[config.mk]
export PLATFORM = sky130hd
export DESIGN_NAME = mdu_ctrl
export DESIGN_NICKNAME = d
export VERILOG_FILES = /design/src/rtl/mdu_ctrl_pkg.sv /design/src/rtl/mdu_ctrl_div_radix2.sv /design/src/rtl/mdu_ctrl.sv
export SDC_FILE = /design/constraint.sdc
export NUM_CORES = 2
export LEC_CHECK = 0
export ABC_AREA = 1
export BUFFER_PORTS_ARGS = -buffer_cell sky130_fd_sc_hd__buf_2
export CORE_MARGIN = 10
export CORE_UTILIZATION = 56
export CTS_BUF_LIST = sky130_fd_sc_hd__clkbuf_8
export CTS_CLUSTER_DIAMETER = 120
export CTS_CLUSTER_SIZE = 10
export DETAILED_ROUTE_END_ITERATION = 7
export HOLD_SLACK_MARGIN = 0.05
export PLACE_DENSITY = 0.71
export SYNTH_ARGS = -nofsm -noshare
export SYNTH_HDL_FRONTEND = slang
export SYNTH_SLANG_ARGS = --single-unit
export TNS_END_PERCENT = 1
[constraint.sdc]
create_clock -name clk -period 10 [get_ports clk]
set_input_delay 1.5 -clock clk [delete_from_list [all_inputs] [get_ports clk]]
set_output_delay 1.5 -clock clk [all_outputs]
set_load 0.05 [all_outputs]
[src/rtl/mdu_ctrl_pkg.sv]
// Shared op codes, FSM encoding and helpers for the multiply/divide controller.
// The EXE_*_OP values match the EX-stage op codes the decoder emits.
package mdu_ctrl_pkg;

  localparam logic [7:0] EXE_MTHI_OP  = 8'b0001_0001;
  localparam logic [7:0] EXE_MTLO_OP  = 8'b0001_0011;
  localparam logic [7:0] EXE_MULT_OP  = 8'b0001_1000;
  localparam logic [7:0] EXE_MULTU_OP = 8'b0001_1001;
  localparam logic [7:0] EXE_DIV_OP   = 8'b0001_1010;
  localparam logic [7:0] EXE_DIVU_OP  = 8'b0001_1011;

  typedef enum logic [1:0] {
    MDU_IDLE = 2'd0,
    MDU_MUL  = 2'd1,
    MDU_DIV  = 2'd2,
    MDU_DONE = 2'd3
  } mdu_state_e;

  // Magnitude of v when treated as signed; 0x8000_0000 maps to itself (read as unsigned).
  function automatic logic [31:0] mag32(input logic [31:0] v, input logic is_signed);
    return (is_signed && v[31]) ? (~v + 32'd1) : v;
  endfunction

endpackage

[src/rtl/mdu_ctrl_div_radix2.sv]
// Iterative unsigned radix-2 divider: one quotient bit per clock on a {rem,quot} register.
// done is high during the final iteration, so quot/rem are final on the following cycle.
module div_radix2 #(
  parameter int DIV_CYCLES = 32
) (
  input  logic        clk,
  input  logic        resetn,
  input  logic        start,
  input  logic [31:0] dividend,
  input  logic [31:0] divisor,
  output logic [31:0] quot,
  output logic [31:0] rem,
  output logic        done
);

  localparam int CNT_W = $clog2(DIV_CYCLES + 1);

  logic [63:0]      rq_reg;
  logic [31:0]      divisor_reg;
  logic [CNT_W-1:0] count_reg;
  logic             active_reg;

  logic [32:0] partial;
  logic [32:0] diff;
  logic        take;
  logic        last;

  // partial can reach 33 bits, so a set bit 32 means it already exceeds any divisor.
  always_comb begin
    partial = rq_reg[63:31];
    diff    = partial - {1'b0, divisor_reg};
    take    = partial[32] | ~diff[32];
    last    = active_reg && (count_reg == CNT_W'(DIV_CYCLES - 1));
  end

  always_ff @(posedge clk or negedge resetn) begin
    if (!resetn) begin
      rq_reg      <= '0;
      divisor_reg <= '0;
      count_reg   <= '0;
      active_reg  <= 1'b0;
    end else if (start) begin
      rq_reg      <= {32'd0, dividend};
      divisor_reg <= divisor;
      count_reg   <= '0;
      active_reg  <= 1'b1;
    end else if (active_reg) begin
      rq_reg    <= {(take ? diff[31:0] : partial[31:0]), rq_reg[30:0], take};
      count_reg <= count_reg + CNT_W'(1);
      if (last) begin
        active_reg <= 1'b0;
      end
    end
  end

  assign quot = rq_reg[31:0];
  assign rem  = rq_reg[63:32];
  assign done = last;

endmodule

[src/rtl/mdu_ctrl.sv]
// EX-stage multiply/divide controller: owns HI/LO, sequences MULT/DIV, stalls the pipe.
// Results land in HI/LO on the edge leaving DONE; flush abandons any operation without a write.
module mdu_ctrl
  import mdu_ctrl_pkg::*;
#(
  parameter int DIV_CYCLES = 32
) (
  input  logic        clk,
  input  logic        resetn,
  input  logic        op_valid,
  input  logic [7:0]  op,
  input  logic [31:0] a,
  input  logic [31:0] b,
  input  logic        flush,
  output logic        stall_o,
  output logic        busy,
  output logic [63:0] hilo_o
);

  mdu_state_e state_reg, state_next;
  logic [63:0] hilo_reg, hilo_next;

  logic [31:0] mul_a_reg, mul_b_reg;
  logic        mul_signed_reg;
  logic        is_div_reg;
  logic        q_neg_reg, r_neg_reg;
  logic [63:0] result_reg;

  logic        accept;
  logic        div_signed;
  logic        latch_mul, latch_div, latch_dz, load_product, div_start;
  logic [63:0] ext_a, ext_b, product;
  logic [31:0] div_quot, div_rem, quot_fix, rem_fix;
  logic        div_done;

  // Gating with resetn keeps stall_o low while reset is held, even with an op still presented.
  assign accept     = op_valid & ~flush & resetn;
  assign div_signed = (op == EXE_DIV_OP);

  div_radix2 #(
    .DIV_CYCLES(DIV_CYCLES)
  ) u_div (
    .clk      (clk),
    .resetn   (resetn),
    .start    (div_start),
    .dividend (mag32(a, div_signed)),
    .divisor  (mag32(b, div_signed)),
    .quot     (div_quot),
    .rem      (div_rem),
    .done     (div_done)
  );

  always_comb begin
    ext_a    = mul_signed_reg ? {{32{mul_a_reg[31]}}, mul_a_reg} : {32'd0, mul_a_reg};
    ext_b    = mul_signed_reg ? {{32{mul_b_reg[31]}}, mul_b_reg} : {32'd0, mul_b_reg};
    product  = ext_a * ext_b;
    quot_fix = q_neg_reg ? (~div_quot + 32'd1) : div_quot;
    rem_fix  = r_neg_reg ? (~div_rem + 32'd1) : div_rem;
  end

  always_comb begin
    state_next   = state_reg;
    hilo_next    = hilo_reg;
    stall_o      = 1'b0;
    latch_mul    = 1'b0;
    latch_div    = 1'b0;
    latch_dz     = 1'b0;
    load_product = 1'b0;
    div_start    = 1'b0;
    case (state_reg)
      MDU_IDLE: begin
        if (accept) begin
          case (op)
            EXE_MTHI_OP: hilo_next[63:32] = a;
            EXE_MTLO_OP: hilo_next[31:0]  = a;
            EXE_MULT_OP, EXE_MULTU_OP: begin
              stall_o    = 1'b1;
              latch_mul  = 1'b1;
              state_next = MDU_MUL;
            end
            EXE_DIV_OP, EXE_DIVU_OP: begin
              stall_o = 1'b1;
              if (b != 32'd0) begin
                latch_div  = 1'b1;
                div_start  = 1'b1;
                state_next = MDU_DIV;
              end else begin
                latch_dz   = 1'b1;
                state_next = MDU_DONE;
              end
            end
            default: ;
          endcase
        end
      end
      MDU_MUL: begin
        stall_o      = 1'b1;
        load_product = 1'b1;
        state_next   = MDU_DONE;
      end
      MDU_DIV: begin
        stall_o = 1'b1;
        if (div_done) begin
          state_next = MDU_DONE;
        end
      end
      MDU_DONE: begin
        hilo_next  = is_div_reg ? {rem_fix, quot_fix} : result_reg;
        state_next = MDU_IDLE;
      end
      default: state_next = MDU_IDLE;
    endcase
    if (flush) begin
      state_next = MDU_IDLE;
      hilo_next  = hilo_reg;
      stall_o    = 1'b0;
    end
  end

  always_ff @(posedge clk or negedge resetn) begin
    if (!resetn) begin
      state_reg <= MDU_IDLE;
      hilo_reg  <= '0;
    end else begin
      state_reg <= state_next;
      hilo_reg  <= hilo_next;
    end
  end

  always_ff @(posedge clk or negedge resetn) begin
    if (!resetn) begin
      mul_a_reg      <= '0;
      mul_b_reg      <= '0;
      mul_signed_reg <= 1'b0;
      is_div_reg     <= 1'b0;
      q_neg_reg      <= 1'b0;
      r_neg_reg      <= 1'b0;
      result_reg     <= '0;
    end else begin
      if (latch_mul) begin
        mul_a_reg      <= a;
        mul_b_reg      <= b;
        mul_signed_reg <= (op == EXE_MULT_OP);
        is_div_reg     <= 1'b0;
      end
      if (latch_div) begin
        is_div_reg <= 1'b1;
        q_neg_reg  <= div_signed & (a[31] ^ b[31]);
        r_neg_reg  <= div_signed & a[31];
      end
      // Divide by zero skips the divider and reuses the product path to HI/LO.
      if (latch_dz) begin
        is_div_reg <= 1'b0;
        result_reg <= {a, 32'hFFFF_FFFF};
      end
      if (load_product) begin
        result_reg <= product;
      end
    end
  end

  assign busy   = (state_reg != MDU_IDLE);
  assign hilo_o = hilo_reg;

endmodule

# After elaboration in Yosys (flattened, before gate mapping)
# Cells that the tools add are included.
# totals
ff_bits	301
output_inout_bits	66
wordCells	112
# op_classes
add_sub_neg	6
multipliers	1
n_eq_ne	16
n_mux	46
bitwise	12
n_reduce_logical	17
# op_table
operator	n
2-to-1 mux 64 bit	8
2-to-1 mux 32 bit	7
adder 32 x 1 -> 32 bit (second input constant)	4
NOT 32 bit	4
case mux 64 bit (2 select lines)	1
multiplier 64 x 64 -> 64 bit	1
== test 8 x 5 -> 1 bit (second input constant)	6
subtractor 33 x 32 -> 33 bit	1
nonzero test 32 bit	1
2-to-1 mux 1 bit	22
2-to-1 mux 6 bit	2
case mux 2 bit (4 select lines)	1
AND reduction 4 bit	2
nonzero test 2 bit	4
adder 6 x 1 -> 6 bit (second input constant)	1
== test 6 x 5 -> 1 bit (second input constant)	1
2-to-1 mux 2 bit	3
inequality test 3 bit (second input constant)	2
OR reduction 2 bit	3
AND 1 bit	4
== test 2 bit (second input constant)	2
inequality test 2 x 1 -> 1 bit (second input constant)	2
inequality test 4 x 2 -> 1 bit (second input constant)	1
case mux 2 bit (2 select lines)	1
11 further kinds	14

# Logic depth before layout (Yosys ltp)
# depth
ltp_word	8
mapped_depth	41
ltp_nobuf	40

# Cells and area by module
# A second synthesis with hierarchy kept.
# unflattened
cells_unflattened	8844
hier_area_um2	68849.8
# modules_own_cells
mod	n_inst	cells_per_inst	area_per_inst_um2	seq_area_each_um2
mdu_ctrl	1	7814	61899.4	4954.8
div_radix2	1	1030	6950.4	2577.5

# Worst setup path before layout
# Ideal clock, no wire load.
# synth_path
path_type	flip-flop to flip-flop
startpoint	register mul_a_reg[31]
endpoint	register result_reg[63]
arrival_ps	8691
required_time_ps	9883
slack_ps	1193
stages_incl_launch_ff	33
n_path_buf	2
synth_period_minus_slack_ps	8807
path_cell_list	dfrtp_1 > clkbuf_1 > nand2_1 > clkinv_1 > clkbuf_1 > nand2_1 > fa_1 > inv_1 > fa_1 > fa_1 > inv_1 > fa_1 > inv_1 > fa_1 > fa_1 > fa_1 > inv_1 > fa_1 > inv_1 > fa_1 > inv_1 > fa_1 > inv_1 > ha_1 > nand2_1 > nor3_1 > nand2_1 > nor4_1 > a21oi_1 > nand3_1 > nand3_1 > nand2_1 > nand2_1
# synth_between
elab_chain_cells	3
# synth_rtl
item	line_no	rtl
start, declared	mdu_ctrl.sv:23	logic [31:0] mul_a_reg, mul_b_reg;
start signal, assigned	mdu_ctrl.sv:132	mul_a_reg <= '0;
start signal, assigned	mdu_ctrl.sv:141	mul_a_reg <= a;
2-to-1 mux 64 bit	mdu_ctrl.sv:54	ext_a = mul_signed_reg ? {{32{mul_a_reg[31]}}, mul_a_reg} : {32'd0, mul_a_reg};
multiplier 64 x 64 -> 64 bit	mdu_ctrl.sv:56	product = ext_a * ext_b;
2-to-1 mux 64 bit	mdu_ctrl.sv:156	if (load_product) begin
end signal, assigned	mdu_ctrl.sv:154	result_reg <= {a, 32'hFFFF_FFFF};
end signal, assigned	mdu_ctrl.sv:157	result_reg <= product;
end, declared	mdu_ctrl.sv:27	logic [63:0] result_reg;
# No other way between the ends.
# A chain may end at the register's enable or synchronous reset.

# Worst setup path in the final report
# layout_path
startpoint	register mul_a_reg[9]
endpoint	register result_reg[60]
# The elaborated chain is that of the path after synthesis.

==> impl_results.md <==
- FF+latch count, synth: approximately 300
- Synth top area share: 0.4175
- Number of setup violations in the final report: 0
- Setup crit start kind: flop
- Synth top cells by count: 2547 x inv_1, 1885 x nand2_1, 1420 x fa_1, 559 x nor2_1, 349 x ha_1
- Fillers: 11170
- Pint: 2.930 mW
- ANT nets after route: 0
- Clk slew on worst S/H paths: 0.09 ns
- Main flop type after synthesis: dfrtp_1
- Max cap viols: 0
- Final hold violations: 0
- Num CTS Buffers: 36
- Worst path bufs/invs: 7
- Top post-synthesis cells by area: fa_1 42%, inv_1 14%, dfrtp_1 11%
- Maximum clock frequency: 105.2 MHz
- Share of layout cells above drive strength 1: 0.04294
- Peak supply drop: between 0.0002 and 0.00025 V
- Delay-heaviest family, CP: adder cells
- CORE AREA: roughly 0.12 mm^2
- Critical Path Stages: 31
- Routability Congestion: just over 1
- Starting Density: 0.5661
- YS warnings: 0
- Beginning of the critical path: mul_a_reg[9]$_DFFE_PN0P_
- First-pass GRT wire length: between 300 and 400 mm
- Worst r2r dst: result_reg[60]$_DFFE_PN0P_
- Die area: roughly 0.14 mm^2
- Port Buffers: 141
- Tightest Pin Transition: 1.294 ns
- Min-Delay Endpoint: u_div.divisor_reg[20]$_DFFE_PN0P_
- Resize count post-CTS: 0
- Vias in the first global route: 60110
- Maximum buffer depth of the clock tree: 3
- Switching pwr: 3.343 mW
- Skew-Pair Late Insertion Delay: 0.67 ns
- Final wirelength: between 200 and 250 mm
- Worst r2r src: mul_a_reg[9]$_DFFE_PN0P_
- Setup Crit Path Kind: flop to flop
- Critical Path RT: between 10 and 15 ns
- CP arrival: roughly 10 ns
- Mapped Nets: 10540
- Outcome: completed
- Cells on worst reg2reg path: 31
- Fin nets: about 10000
- Die Width: about 370 um
- Worst hold slack: 0.4944 ns
- 1st-pass router iterations: 6
- Clk_skew: around 0.064 ns
- Pleak: around 42 nW
- Cell depth of the worst hold path: 2
- Largest net degree at the start of global routing: 97
- Total number of vias: ~57000
- Sw Share: 0.5329
- Reg2reg setup slack: ~0.50 ns
- Gate power share: 0.521
- Post-route setup TNS: 0 ns
- Most frequent CP cell: fa_1
- Syn Std Cell Area: 0.06809 mm^2
- Row cnt: 127
- Clock power frac: 0.143
- Max_slew headroom: 0.1363
- Hold wc startpoint: u_div.divisor_reg[20]$_DFFE_PN0P_
- Mean Syn Cell Area: 7.834 um^2
- Cts hold-fix bufs: 0
- Number of placed I/O pins: roughly 140
- CTS Root Cell: clkbuf_8
- Hold Crit Class: flop to flop
- Largest fanout on the critical path: 6
- Drc violations: 0
- RSZ-0062 raised after global routing: no
- Final HPWL DP: slightly below 200 mm
- PD cells: between 80 and 90 mW/mm^2
- Initial DRC count: approximately 5600
- Count of cell types in the netlist: 55
- Top-count cell post-synth: inv_1
- Async set or reset register ratio after synthesis: 1.000
- Period utilization: 0.9502
- Reg area: approximately 0.0075 mm^2
- Area Overhead vs Synth: 4.495%
- Total gr overflow: 0
- Via density: around 5.6
- Slowest stage cell, crit path: dfrtp_1
- CTS sink count: between 300 and 400
- EDFF count, synth: 0
- Post-Syn Instances: 8692
- GRT Util Overall: 0.3566
- Area of the multi-input gates: a little under 0.05 mm^2
- Setup Buffers After CTS: 0
- Pwr Total: 6.273 mW
- Initial antenna violation count: 8
- Largest stage delay, worst path: around 0.73 ns
- Post-synth top area cell: fa_1
- Slew Limit Fails: 0
- Die H: between 300 and 400 um
- Wire per inst: ~23 um
- Critical Path End Type: flop
- Post-route minimum period: between 9 and 10 ns
- H-tree Lvls: 2
- CTS tree: yes
- Sequential share of power: 0.337
- Seq/Total Area, Yosys: 0.1106
## routing by layer
layer  track usage  vias up  routed length [um]
met4        0.1642        4               13580
met2        0.5403     3027              104100
met1        0.4798    28680               94400
met5             0        -                  32
met3       0.09191      595               26910
li1              -    24870                   -
## per-stage QoR
| step | cells | util | cell area, um^2 | worst slack (ns) |
|---|---|---|---|---|
| after CTS | 10250 | 0.5915 | 71150 | 0.6903 |
| after detailed placement | 10210 | 0.5866 | 70560 | 0.7681 |
| after global routing | 10250 | 0.5915 | 71150 | 0.08493 |
| final | 10250 | 0.5915 | 71150 | 0.4981 |
| after global placement | 10210 | 0.5866 | 70560 | 0.6859 |
| after floorplan | 8692 | - | 68090 | 1.193 |
## worst max path at each step
stage | slack (ns) | endpoint
after CTS | 0.69 | result_reg[60]$_DFFE_PN0P_
after global placement | 0.69 | result_reg[60]$_DFFE_PN0P_
after detailed placement | 0.77 | result_reg[60]$_DFFE_PN0P_
after global routing | 0.08 | result_reg[60]$_DFFE_PN0P_
final | 0.50 | result_reg[60]$_DFFE_PN0P_
after floorplan | 1.19 | result_reg[63]$_DFFE_PN0P_
## power groups by stage
| stage | Sequential, mW | Combinational [mW] | Clock, mW |
|---|---|---|---|
| 2_1_floorplan | 2.30 | 1.86 | 0 |
| 3_3_place_gp | 2.10 | 3.19 | 0 |
| 3_5_place_dp | 2.10 | 3.21 | 0 |
| 4_1_cts | 2.09 | 3.23 | 0.902 |
| 5_1_grt | 2.13 | 3.57 | 0.934 |
| 6_report | 2.11 | 3.27 | 0.894 |
## area by class of cell
class / instances / area share
diodes: 2 / 0.00007034
clock buffers: 38 / 0.007351
clock inverters: 8 / 0.0009144
inverters: 2560 / 0.1351
multi-input cells: 5462 / 0.6956
flip-flops and latches: 301 / 0.1060
well taps: 1612 / 0.02835
repair buffers: 270 / 0.02666
## worst min-delay path: stages, from the launching register on
cell     delay [ns]
dfrtp_1        0.36
nand2_1        0.05
o21ai_0        0.06
## cells in the final DEF, fill, tap and decap left out, types with 12 or more instances in the layout
master and count:
a21o_1 12, a21oi_1 219, a31oi_1 31, buf_12 17
buf_2 140, buf_4 112, clkbuf_8 38, dfrtp_1 295
fa_1 1420, ha_1 348, inv_1 2552, nand2_1 1883
nand3_1 198, nand4_1 47, nor2_1 559, nor3_1 33
nor4_1 16, o211ai_1 32, o21ai_0 317, o21ai_1 33
o21bai_1 16, o221ai_1 51, o22ai_1 21, or2_2 13
xnor2_1 24, xor2_1 109
## cell families (layout without fill, tap and decap cells)
family / Yosys count / count (layout) / share of synthesized area
XOR/XNOR: 133 / 133 / 0.01711
adder cells (fa/ha/maj): 1769 / 1769 / 0.4816
AO/OA/AOI/OAI: 773 / 773 / 0.06479
multiplexers: 4 / 4 / 0.0006615
AND/OR/NAND/NOR: 2783 / 2783 / 0.1625
flip-flops: 301 / 301 / 0.1106
buffers and inverters: 2929 / 2876 / 0.1627
other: 0 / 2 / 0
Power figures use the tool's default switching activity.
